<file path="src/rtl/apple_kbd_latch_pkg.sv">
// apple_io_pkg: shared constants and types for the Apple II+ keyboard latch.
//   KBD_ADDR / KBDSTRB_ADDR : base addresses of the $C000 and $C010 soft switches
//   IO_PAGE_MASK            : selects the 16-byte window decoded by each switch
//   kbd_state_t             : keycode filter FSM states
//   KEY_NONE                : "no key" value for both keycode and ascii
//   in_window()             : true when an address falls in a switch's 16-byte window
package apple_io_pkg;

    localparam logic [15:0] KBD_ADDR     = 16'hC000;
    localparam logic [15:0] KBDSTRB_ADDR = 16'hC010;
    localparam logic [15:0] IO_PAGE_MASK = 16'hFFF0;

    localparam logic [7:0]  KEY_NONE     = 8'h00;

    typedef enum logic [1:0] {
        IDLE   = 2'd0,
        SETTLE = 2'd1,
        HELD   = 2'd2
    } kbd_state_t;

    function automatic logic in_window(input logic [15:0] a, input logic [15:0] base);
        return ((a & IO_PAGE_MASK) == base);
    endfunction

endpackage

</file>
<file path="src/rtl/apple_kbd_latch_if.sv">
// apple_kbd_latch_if: keyboard input and 6502 I/O bus signals of the latch.
//   keycode  : raw USB HID keycode (8'h00 = no key)
//   ascii    : translator output for keycode (8'h00 = unmapped)
//   bus_en   : one-cycle qualifier for a CPU access to the $C0xx page
//   addr     : CPU address
//   data_out : read data for $C000-$C01F
//   strobe   : keyboard strobe flag (bit 7 of KBD)
//   key_down : high while an accepted key is held
// Modports: master drives keycode/ascii/bus/address (translator + CPU side),
//           slave is the latch itself.
// Handshake: there is no valid/ready pair. bus_en qualifies exactly one cycle
// of addr as a CPU access; data_out is a pure function of addr and latch state
// and is valid in every cycle regardless of bus_en.
interface apple_kbd_latch_if;

    logic [7:0]  keycode;
    logic [7:0]  ascii;
    logic        bus_en;
    logic [15:0] addr;
    logic [7:0]  data_out;
    logic        strobe;
    logic        key_down;

    modport master (
        output keycode,
        output ascii,
        output bus_en,
        output addr,
        input  data_out,
        input  strobe,
        input  key_down
    );

    modport slave (
        input  keycode,
        input  ascii,
        input  bus_en,
        input  addr,
        output data_out,
        output strobe,
        output key_down
    );

endinterface

</file>
<file path="src/rtl/apple_kbd_latch_settle_cnt.sv">
// kbd_settle_cnt: saturating up-counter with synchronous clear.
// Used for the keycode settle timer and the auto-repeat timer.
//   i_clk   : clock
//   i_rst_n : asynchronous active-low reset
//   i_clr   : synchronous clear (wins over i_en)
//   i_en    : count enable; the count holds at all-ones instead of wrapping
//   o_count : current count
module kbd_settle_cnt #(
    parameter int WIDTH = 5
) (
    input  logic             i_clk,
    input  logic             i_rst_n,
    input  logic             i_clr,
    input  logic             i_en,
    output logic [WIDTH-1:0] o_count
);

    logic [WIDTH-1:0] r_count;

    always_ff @(posedge i_clk or negedge i_rst_n) begin
        if (!i_rst_n) begin
            r_count <= '0;
        end else if (i_clr) begin
            r_count <= '0;
        end else if (i_en && (r_count != {WIDTH{1'b1}})) begin
            r_count <= r_count + WIDTH'(1);
        end
    end

    assign o_count = r_count;

endmodule

</file>
<file path="src/rtl/apple_kbd_latch.sv">
// apple_kbd_latch: Apple II+ keyboard data/strobe register.
// Accepts each new HID keycode once after it has been stable for SETTLE_CYCLES,
// latches the translated 7-bit ASCII, raises the strobe, and serves the
// $C000 (KBD) / $C010 (KBDSTRB) soft switches.
// Ports:
//   Clk         : system clock
//   Reset_n     : asynchronous assert, synchronous release, active low
//   kbd         : apple_kbd_latch_if.slave (keycode, ascii, bus_en, addr,
//                 data_out, strobe, key_down)
//   o_dbg_state : current filter FSM state
// Optional build macro: KBD_REPEAT_EN adds auto-repeat of the held key
// (first repeat after REPEAT_DELAY cycles, then every REPEAT_RATE cycles).
module apple_kbd_latch
    import apple_io_pkg::*;
#(
    parameter int SETTLE_CYCLES = 16,
    parameter int REPEAT_DELAY  = 24000000,
    parameter int REPEAT_RATE   = 2400000
) (
    input  logic               Clk,
    input  logic               Reset_n,
    apple_kbd_latch_if.slave   kbd,
    output kbd_state_t         o_dbg_state
);

    if (SETTLE_CYCLES < 1 || SETTLE_CYCLES > 65535 || REPEAT_DELAY < 1 || REPEAT_RATE < 1) begin : g_bad_params
        $error("apple_kbd_latch: parameter out of range");
    end

    localparam int              CNT_W       = $clog2(SETTLE_CYCLES + 1);
    localparam logic [CNT_W-1:0] SETTLE_LAST = CNT_W'(SETTLE_CYCLES - 1);

    kbd_state_t       r_state;
    kbd_state_t       w_next_state;
    logic [7:0]       r_cand;
    logic [6:0]       r_kbd_char;
    logic             r_strobe;
    logic             r_key_down;

    logic [CNT_W-1:0] w_settle_cnt;
    logic             w_key_present;
    logic             w_key_same;
    logic             w_settle_done;
    logic             w_ascii_valid;
    logic             w_hold_key;
    logic             w_load_cand;
    logic             w_cnt_clr;
    logic             w_cnt_en;
    logic             w_accept;
    logic             w_rep_set;
    logic             w_strobe_set;
    logic             w_strobe_clr;

    assign w_key_present = (kbd.keycode != KEY_NONE);
    assign w_key_same    = (kbd.keycode == r_cand);
    assign w_settle_done = (w_settle_cnt == SETTLE_LAST);
    assign w_ascii_valid = (kbd.ascii != KEY_NONE);
    // Same key still down while resting in HELD.
    assign w_hold_key    = (r_state == HELD) && w_key_present && w_key_same;

    // State register.
    always_ff @(posedge Clk or negedge Reset_n) begin
        if (!Reset_n) begin
            r_state <= IDLE;
        end else begin
            r_state <= w_next_state;
        end
    end

    // Next-state logic.
    always_comb begin
        w_next_state = r_state;
        case (r_state)
            IDLE: begin
                if (w_key_present) w_next_state = SETTLE;
            end
            SETTLE: begin
                if (!w_key_present)    w_next_state = IDLE;
                else if (!w_key_same)  w_next_state = SETTLE;
                else if (w_settle_done) w_next_state = HELD;
            end
            HELD: begin
                if (!w_key_present)    w_next_state = IDLE;
                else if (!w_key_same)  w_next_state = SETTLE;
            end
            default: w_next_state = IDLE;
        endcase
    end

    // FSM action decode. The settle counter is held at zero everywhere except
    // while the candidate key stays stable in SETTLE, so every entry into
    // SETTLE starts from a fresh count.
    always_comb begin
        w_load_cand = 1'b0;
        w_cnt_clr   = 1'b1;
        w_cnt_en    = 1'b0;
        w_accept    = 1'b0;
        case (r_state)
            IDLE: begin
                w_load_cand = w_key_present;
            end
            SETTLE: begin
                if (w_key_present && !w_key_same) begin
                    w_load_cand = 1'b1;
                end else if (w_key_present) begin
                    w_cnt_clr = 1'b0;
                    w_cnt_en  = 1'b1;
                    w_accept  = w_settle_done;
                end
            end
            HELD: begin
                // Rollover straight into the next key.
                w_load_cand = w_key_present && !w_key_same;
            end
            default: begin
                w_load_cand = 1'b0;
            end
        endcase
    end

    kbd_settle_cnt #(.WIDTH(CNT_W)) u_settle_cnt (
        .i_clk   (Clk),
        .i_rst_n (Reset_n),
        .i_clr   (w_cnt_clr),
        .i_en    (w_cnt_en),
        .o_count (w_settle_cnt)
    );

`ifdef KBD_REPEAT_EN
    localparam int               REP_MAX        = (REPEAT_DELAY > REPEAT_RATE) ? REPEAT_DELAY : REPEAT_RATE;
    localparam int               REP_W          = $clog2(REP_MAX + 1);
    localparam logic [REP_W-1:0] REP_DELAY_LAST = REP_W'(REPEAT_DELAY - 1);
    localparam logic [REP_W-1:0] REP_RATE_LAST  = REP_W'(REPEAT_RATE - 1);

    logic [REP_W-1:0] w_rep_cnt;
    logic             w_rep_run;
    logic             w_rep_hit;
    logic             r_rep_phase;   // 0: waiting for first repeat, 1: steady repeat

    // Runs only while a mapped key stays held; any exit from HELD zeroes it.
    assign w_rep_run = w_hold_key && r_key_down;
    assign w_rep_hit = w_rep_run &&
                       (w_rep_cnt == (r_rep_phase ? REP_RATE_LAST : REP_DELAY_LAST));

    kbd_settle_cnt #(.WIDTH(REP_W)) u_repeat_cnt (
        .i_clk   (Clk),
        .i_rst_n (Reset_n),
        .i_clr   (!w_rep_run || w_rep_hit),
        .i_en    (w_rep_run),
        .o_count (w_rep_cnt)
    );

    always_ff @(posedge Clk or negedge Reset_n) begin
        if (!Reset_n) begin
            r_rep_phase <= 1'b0;
        end else if (!w_rep_run) begin
            r_rep_phase <= 1'b0;
        end else if (w_rep_hit) begin
            r_rep_phase <= 1'b1;
        end
    end

    assign w_rep_set = w_rep_hit;
`else
    assign w_rep_set = 1'b0;
`endif

    assign w_strobe_set = (w_accept && w_ascii_valid) || w_rep_set;
    // Any access (read or write) to $C010-$C01F clears the strobe.
    assign w_strobe_clr = kbd.bus_en && in_window(kbd.addr, KBDSTRB_ADDR);

    // Latch datapath.
    always_ff @(posedge Clk or negedge Reset_n) begin
        if (!Reset_n) begin
            r_cand     <= KEY_NONE;
            r_kbd_char <= 7'h00;
            r_strobe   <= 1'b0;
            r_key_down <= 1'b0;
        end else begin
            if (w_load_cand) begin
                r_cand <= kbd.keycode;
            end
            if (w_accept && w_ascii_valid) begin
                r_kbd_char <= kbd.ascii[6:0];
            end
            // Modifier/unmapped keys reach HELD with key_down low.
            if (w_accept) begin
                r_key_down <= w_ascii_valid;
            end else if (!w_hold_key) begin
                r_key_down <= 1'b0;
            end
            // A new key arriving with a clear must not be lost: set wins.
            if (w_strobe_set) begin
                r_strobe <= 1'b1;
            end else if (w_strobe_clr) begin
                r_strobe <= 1'b0;
            end
        end
    end

    // Read mux, independent of bus_en.
    always_comb begin
        kbd.data_out = 8'h00;
        if (in_window(kbd.addr, KBD_ADDR)) begin
            kbd.data_out = {r_strobe, r_kbd_char};
        end else if (in_window(kbd.addr, KBDSTRB_ADDR)) begin
            kbd.data_out = {r_key_down, r_kbd_char};
        end
    end

    assign kbd.strobe   = r_strobe;
    assign kbd.key_down = r_key_down;
    assign o_dbg_state  = r_state;

endmodule

</file>
<file path="src/flat_wrapper.sv">
// flat-port wrapper written by rule: the top's interface ports become plain ports
module apple_kbd_latch_flat import apple_io_pkg::*;
#(
    parameter int SETTLE_CYCLES = 16,
    parameter int REPEAT_DELAY  = 24000000,
    parameter int REPEAT_RATE   = 2400000
)
  (Clk, Reset_n, o_dbg_state, kbd_keycode, kbd_ascii, kbd_bus_en, kbd_addr, kbd_data_out, kbd_strobe, kbd_key_down);
  apple_kbd_latch_if kbd_i ();
  input  logic Clk;
  input  logic Reset_n;
  output kbd_state_t o_dbg_state;
  input wire logic [$bits(kbd_i.keycode)-1:0] kbd_keycode;
  input wire logic [$bits(kbd_i.ascii)-1:0] kbd_ascii;
  input wire logic [$bits(kbd_i.bus_en)-1:0] kbd_bus_en;
  input wire logic [$bits(kbd_i.addr)-1:0] kbd_addr;
  output wire logic [$bits(kbd_i.data_out)-1:0] kbd_data_out;
  output wire logic [$bits(kbd_i.strobe)-1:0] kbd_strobe;
  output wire logic [$bits(kbd_i.key_down)-1:0] kbd_key_down;
  assign kbd_i.keycode = kbd_keycode;
  assign kbd_i.ascii = kbd_ascii;
  assign kbd_i.bus_en = kbd_bus_en;
  assign kbd_i.addr = kbd_addr;
  assign kbd_data_out = kbd_i.data_out;
  assign kbd_strobe = kbd_i.strobe;
  assign kbd_key_down = kbd_i.key_down;
  apple_kbd_latch #(.SETTLE_CYCLES(SETTLE_CYCLES), .REPEAT_DELAY(REPEAT_DELAY), .REPEAT_RATE(REPEAT_RATE)) u_core (.Clk(Clk), .Reset_n(Reset_n), .kbd(kbd_i), .o_dbg_state(o_dbg_state));
endmodule
</file>
<file path="config.mk">
export PLATFORM = sky130hd
export DESIGN_NAME = apple_kbd_latch_flat
export DESIGN_NICKNAME = d
export VERILOG_FILES = /design/src/rtl/apple_kbd_latch_pkg.sv /design/src/rtl/apple_kbd_latch_if.sv /design/src/rtl/apple_kbd_latch_settle_cnt.sv /design/src/rtl/apple_kbd_latch.sv /design/src/flat_wrapper.sv
export SDC_FILE = /design/constraint.sdc
export NUM_CORES = 1
export LEC_CHECK = 0
export ABC_CLOCK_PERIOD_IN_PS = 1700
export CAP_MARGIN = 20
export CORE_UTILIZATION = 28
export CTS_BUF_LIST = sky130_fd_sc_hd__clkbuf_8
export DETAILED_ROUTE_END_ITERATION = 10
export PLACE_DENSITY_LB_ADDON = 0.3
export SETUP_SLACK_MARGIN = 0.05
export SYNTH_ARGS = -nofsm -noshare
export SYNTH_HDL_FRONTEND = slang
export SYNTH_SLANG_ARGS = --single-unit
</file>
<file path="constraint.sdc">
create_clock -name Clk -period 1.7 [get_ports Clk]
set_clock_uncertainty 0.05 [all_clocks]
set_input_delay 0.34 -clock Clk [delete_from_list [all_inputs] [get_ports Clk]]
set_output_delay 0.34 -clock Clk [all_outputs]
set_load 0.005 [all_outputs]
</file>
Word level (Yosys, flattened, before mapping)
Index checks and enable logic that the tools add are counted.
{"block": "op_classes", "bitwise": 0, "multipliers": 0, "div_mod_pow": 0, "reduce_logical": 13, "addsub": 1, "shifts": 0, "n_eq_ne": 11, "muxes": 26, "n_lt_le_gt_ge": 0}
{"operator": "$eq 12x12->1 const B", "n": 2}
{"operator": "$mux 8", "n": 2}
{"operator": "$reduce_bool 8->1", "n": 2}
{"operator": "$mux 1", "n": 14}
{"operator": "$mux 2", "n": 6}
{"operator": "$mux 5", "n": 2}
{"operator": "$eq 8x8->1", "n": 1}
{"operator": "$logic_and 1x1->1", "n": 6}
{"operator": "$pmux 2 s3", "n": 1}
{"operator": "$add 5x1->5 const B", "n": 1}
{"operator": "$eq 5x4->1 const B", "n": 1}
{"operator": "$ne 5x5->1 const B", "n": 1}
{"operator": "$ne 4x4->1 const B", "n": 1}
{"operator": "$reduce_bool 2->1", "n": 2}
{"operator": "$ne 3x3->1 const B", "n": 1}
{"operator": "$pmux 1 s3", "n": 1}
{"operator": "$reduce_and 3->1", "n": 1}
{"operator": "$eq 2x1->1 const B", "n": 1}
{"operator": "$eq 2x2->1 const B", "n": 1}
{"operator": "$logic_not 2->1", "n": 1}
{"operator": "$ne 2x1->1 const B", "n": 1}
{"operator": "$ne 2x2->1 const B", "n": 1}
{"operator": "$logic_not 1->1", "n": 1}
{"block": "word_totals", "word_cells": 57, "ramBits": 0, "latch_bits": 0, "rom_bits": 0, "mem_count": 0, "ff_bits": 24}

Depth between registers and ports, before layout
{"block": "logic_depth", "word_depth": 8, "depth_mapped": 8, "depth_no_buf": 8}

By module
A second synthesis with hierarchy kept.
{"block": "unflattened", "hier_cells": 126, "area_unflattened_um2": 1410.1}
{"mod": "apple_kbd_latch", "cells_each": 103, "seq_area_each_um2": 475.5, "instances": 1, "area_each_um2": 1161.1}
{"mod": "kbd_settle_cnt", "cells_each": 23, "seq_area_each_um2": 125.1, "instances": 1, "area_each_um2": 249.0}

Worst setup path before layout
No wires, ideal clock.
{"block": "synth_timing", "path_type": "reg-to-reg", "startpoint": "register u_core.r_cand[2]", "endpoint": "register u_core.r_cand[0]", "path_stages_with_launch": 6, "path_slack_ns": -0.127, "arrival_ns": 1.652, "period_less_slack_ns": 1.827, "n_path_buf": 0, "required_ns": 1.525, "cell_sequence": "dfrtp_1 xor2_1 nor4_2 a21boi_1 o211ai_4 mux2_4"}
{"block": "synth_via", "elab_chain_len": 5}
{"element": "from (decl)", "line_no": "apple_kbd_latch.sv:35", "text": "logic [7:0] r_cand;"}
{"element": "from (signal assigned)", "line_no": "apple_kbd_latch.sv:181", "text": "r_cand <= kbd.keycode;"}
{"element": "$eq 8x8->1 (*)", "line_no": "apple_kbd_latch.sv:55", "text": "assign w_key_same = (kbd.keycode == r_cand);"}
{"element": "$logic_not 1->1 (*)"}
{"element": "$logic_and 1x1->1 (*)", "line_no": "apple_kbd_latch.sv:103, apple_kbd_latch.sv:113"}
{"element": "$mux 1", "line_no": "apple_kbd_latch.sv:103", "text": "if (w_key_present && !w_key_same) begin"}
{"element": "$pmux 1 s3 (*)", "line_no": "apple_kbd_latch.sv:98", "text": "case (r_state)"}
Mark *: on every way between the ends. The rest lies on a longest branch, timed or not.
A chain may end at the register's enable or synchronous reset.

Final worst setup path
{"block": "layout_timing", "startpoint": "input port kbd_addr[5]", "endpoint": "output port kbd_data_out[7]"}
{"block": "layout_via", "elab_chain_len": 3}
{"element": "from (decl)", "line_no": "flat_wrapper.sv:16", "text": "input wire logic [$bits(kbd_i.addr)-1:0] kbd_addr;"}
{"element": "$eq 12x12->1", "line_no": "apple_kbd_latch_pkg.sv:22", "text": "return ((a & IO_PAGE_MASK) == base);"}
{"element": "$mux 8", "line_no": "apple_kbd_latch.sv:206", "text": "end else if (in_window(kbd.addr, KBDSTRB_ADDR)) begin"}
{"element": "$mux 8 (*)", "line_no": "apple_kbd_latch.sv:204", "text": "if (in_window(kbd.addr, KBD_ADDR)) begin"}
{"element": "to (decl)", "line_no": "flat_wrapper.sv:17", "text": "output wire logic [$bits(kbd_i.data_out)-1:0] kbd_data_out;"}
Marks and branches as above.

==> out/qor.log <==
INFO  yosys          yosysTopAreaCellShare=43.68%
INFO  power          power_leakage=1.128nW
INFO  timing         post-route-worst-setup-slack=-0.2353ns
INFO  timing         layout_worst_path_cycle_share=113.8%
INFO  yosys          yosys.cell_count.top_type=sky130_fd_sc_hd__dfrtp_1
INFO  floorplan      io_pins=47
INFO  yosys          yosys-top-cells-area=sky130_fd_sc_hd__dfrtp_1 (44%), sky130_fd_sc_hd__mux2_4 (8.7%), sky130_fd_sc_hd__ha_1 (6.4%)
INFO  worst_setup_path regToRegStartpoint=u_core.r_cand[4]$_DFFE_PN0P_
INFO  cts            max_buffers_root_to_sink=2
INFO  run            maxCapViolations=0
INFO  power          fraction_of_power_spent_switching_nets=27.95%
INFO  power          internal_power=0.001151W
INFO  yosys          synth-edff-count=0
INFO  yosys          postSynthNetCount=159
INFO  timing         setup_tns=-3.840ns
INFO  place          io_buffer_count=42
INFO  power          seq_power_share=43.6%
INFO  layout         layout-drive-gt1-share=48.44%
INFO  outcome        outcome=finished, violations left
INFO  worst_setup_path cp.buffers_inverters=5
INFO  drt            totalWireLength=3505um
INFO  worst_setup_path r2r_end=u_core.r_cand[4]$_DFFE_PN0P_
INFO  timing         setup_viol=25
INFO  floorplan      fp.coreArea=4723um^2
INFO  global_routing grt_util_all_layers=13.88%
INFO  layout         num_antenna_cells=0
INFO  worst_setup_path worst_r2r_path_depth=7
INFO  worst_setup_path delay_heaviest_family_cp=simple AND/OR/NAND/NOR gates
INFO  worst_setup_path crit_chain=buf_6 -> nor4b_2 -> nand2_1 -> nor4_2 -> buf_4 -> buf_6 -> buf_6 -> nor2b_1 -> buf_2
INFO  yosys          synth.cell_area=1375um^2
INFO  drt            first_pass_iters=3
INFO  timing         report.final.hold_viol_count=0
INFO  power          power=0.001598W
INFO  drt            detailedRoute.firstIterationViolations=38
INFO  worst_setup_path startpoint_type=primary input
INFO  drt            drc=0
INFO  worst_setup_path timing.critical_path.mode_cell=sky130_fd_sc_hd__buf_6
INFO  cts            cts_tree=done
INFO  timing         tightestPinTransition=0.3229ns
INFO  floorplan      die_h=72.08um
INFO  place          place_hpwl=2404um
INFO  timing         setup_repair_after_global_routing_missed_its_margin=yes
INFO  layout         filler_cell_count=426
INFO  worst_setup_path cp-end-kind=output port
INFO  yosys          synth.distinct_cells=27
INFO  floorplan      floorplan.die_area=5196um^2
INFO  yosys          syn_avg_cell_area=11.75um^2
INFO  power          p_per_area=680.5nW/um^2
INFO  cts            clock_insertion_delay_worst_skew=0.27ns
INFO  timing         slew_headroom=78.47%
INFO  power          total_switching_power=0.0004466W
INFO  global_routing vias_in_the_first_global_route=1239
INFO  global_routing number_of_antenna_violations_at_the_first_check_in_global_routing=0
INFO  hold_path      hold_path_class=primary input to async pin
INFO  worst_setup_path crit_path_max_incr_delay=0.25ns
INFO  yosys          async_reset_ff_share=100.0%
INFO  yosys          yosysWarningCount=0
INFO  timing         final_max_slew_viol_count=0
INFO  layout         area.sequential=600.6um^2
INFO  cts            holdBufCountCts=0
INFO  global_routing wire_length_of_the_first_global_routing_pass=5589um
INFO  drt            via_count=1151
INFO  yosys          ys_dominant_reg_cell=sky130_fd_sc_hd__dfrtp_1
INFO  layout         final_core_utilization=49.72%
INFO  yosys          postSynthCellCount=117
INFO  cts            cts_max_level=1
INFO  cts            cts.sink_count=24
INFO  cts            clkTransAtPathRegs=0.09ns
INFO  worst_setup_path critical_path_peak_fanout=3
INFO  worst_setup_path worst_ep_required_time=1.31ns
INFO  layout         area.growth.synth_to_final=70.79%
INFO  yosys          ys_top_cells_by_count=sky130_fd_sc_hd__dfrtp_1 (24), sky130_fd_sc_hd__xor2_1 (10), sky130_fd_sc_hd__and2_1 (9), sky130_fd_sc_hd__nor2_1 (9), sky130_fd_sc_hd__mux2_4 (8)
INFO  timing         finalWorstPathRequiredPeriod=1.935ns
INFO  drt            avgViaCountPerCell=4.444
INFO  layout         number_of_nets_in_the_final_layout=235
INFO  outcome        violations=setup timing
INFO  worst_setup_path critical_path_class=primary input to output port
INFO  cts            cts_root_buffer=sky130_fd_sc_hd__clkbuf_8
INFO  global_routing pin_count_of_the_biggest_net_entering_global_routing=25
INFO  yosys          synth-seq-cells=24
INFO  worst_setup_path setup.reg_to_reg.worst_slack=-0.19ns
INFO  drt            ant_nets=0
INFO  yosys          synth_seq_area_share=43.68%
INFO  floorplan      placementRows=25
INFO  yosys          synth.largest_area_cell=sky130_fd_sc_hd__dfrtp_1
INFO  worst_setup_path crit_slowest_cell=sky130_fd_sc_hd__nor4b_2
INFO  timing         fmax=516.7MHz
INFO  floorplan      die_x=72.08um
INFO  power          combPwrFrac=31.6%
INFO  cts            cts_buffers=3
INFO  layout         multi_input_area=932.1um^2
INFO  power          power.share.clock=24.8%
INFO  floorplan      initial_utilization=29.11%
INFO  drt            post_drt_wl_per_cell=13.53um
INFO  global_routing grt.overflow.total=0
INFO  power          irDropWorstVdd=0.0003212V
INFO  worst_setup_path worstPathArrival=1.55ns
INFO  place          gp_congestion=0.8267
[through the flow]
step	worst slack [ns]	hold slack [ns]	cells	instance area (um^2)
after detailed placement	-0.7888	0.4246	247	2093
after global placement	-0.7542	0.4247	247	2093
after CTS	-0.3254	0.3999	259	2267
final	-0.2353	0.3911	259	2349
after global routing	-0.3007	0.4181	259	2349
after floorplan	-0.1090	-0.005591	117	1419
[cell usage in the layout (no fill, tap or decap), types with 4 or more instances in the layout]
| cell | netlist | routed |
|---|---|---|
| sky130_fd_sc_hd__buf_6 | 0 | 14 |
| sky130_fd_sc_hd__dlygate4sd2_1 | 0 | 8 |
| sky130_fd_sc_hd__mux2_4 | 8 | 15 |
| sky130_fd_sc_hd__ha_1 | 7 | 4 |
| sky130_fd_sc_hd__nor2_4 | 0 | 4 |
| sky130_fd_sc_hd__dlymetal6s2s_1 | 0 | 5 |
| sky130_fd_sc_hd__clkbuf_8 | 0 | 4 |
| sky130_fd_sc_hd__and2_4 | 0 | 7 |
| sky130_fd_sc_hd__dfrtp_1 | 24 | 24 |
| sky130_fd_sc_hd__clkdlybuf4s50_1 | 0 | 13 |
| sky130_fd_sc_hd__nor2_1 | 9 | 4 |
| sky130_fd_sc_hd__buf_4 | 0 | 22 |
| sky130_fd_sc_hd__buf_2 | 0 | 7 |
| sky130_fd_sc_hd__xor2_1 | 10 | 10 |
| sky130_fd_sc_hd__inv_1 | 7 | 7 |
[worst max-delay path by stage]
stage	startpoint	endpoint	slack (ns)	cells after the start
global route	kbd_addr[12]	kbd_data_out[7]	-0.30	9
finish	kbd_addr[5]	kbd_data_out[7]	-0.24	9
detailed placement	kbd_addr[11]	kbd_data_out[0]	-0.79	7
CTS	kbd_addr[5]	kbd_data_out[7]	-0.33	9
floorplan	u_core.r_cand[2]$_DFFE_PN0P_	u_core.r_cand[0]$_DFFE_PN0P_	-0.11	5
global placement	kbd_addr[8]	kbd_data_out[7]	-0.75	7
[what timing repair did]
| item | 4_1_cts | 5_1_grt |
|---|---|---|
| pin swaps | 21 | 14 |
| setup endpoints to repair | 32 | 33 |
| cloned | 1 | 0 |
| endpoints found under the hold margin | 0 | 0 |
| buffers inserted | 9 | 2 |
| resized for setup | 97 | 22 |
[registers in the layout, indices dropped and copies added (netlist names)]
signal                       count
u_core.r_cand                    8
u_core.r_kbd_char                7
u_core.u_settle_cnt.o_count      5
u_core.o_dbg_state               2
u_core.kbd.key_down              1
u_core.kbd.strobe                1
[cell type report]
class | count | area share, %
multi-input combinational | 86 | 39.69
tap | 67 | 3.570
clock buffer | 4 | 2.344
timing repair buffer | 71 | 27.70
sequential | 24 | 25.57
inverter | 7 | 1.119
[cell families after synthesis]
| logic type | after synthesis | share of synthesized area, % |
|---|---|---|
| xor gates and xnor gates | 11 | 7.006 |
| and+or+nand+nor | 39 | 17.65 |
| DFF | 24 | 43.68 |
| muxes | 19 | 17.47 |
| buffers and inverters | 7 | 1.911 |
| adders and majority gates | 7 | 6.369 |
| AOI/OAI and AO/OA | 10 | 5.914 |
[metal layers]
metal | track usage, % | vias up | part of all wire (%)
li1 | - | 558 | -
met1 | 16.70 | 555 | 43
met2 | 23.88 | 34 | 51
met3 | 3.611 | 4 | 5.2
met4 | 5.011 | 0 | 1.0
met5 | 0 | - | 0
[power by group through the flow]
stage | clock network (W) | logic, W | registers, W
after global routing | 0.000425 | 0.000538 | 0.000705
after CTS | 0.000410 | 0.000491 | 0.000697
final | 0.000397 | 0.000505 | 0.000696
after detailed placement | 0 | 0.000449 | 0.000707
after global placement | 0 | 0.000434 | 0.000703
after floorplan | 0 | 0.000243 | 0.000698
No activity file was read; power rests on OpenSTA's default activity.
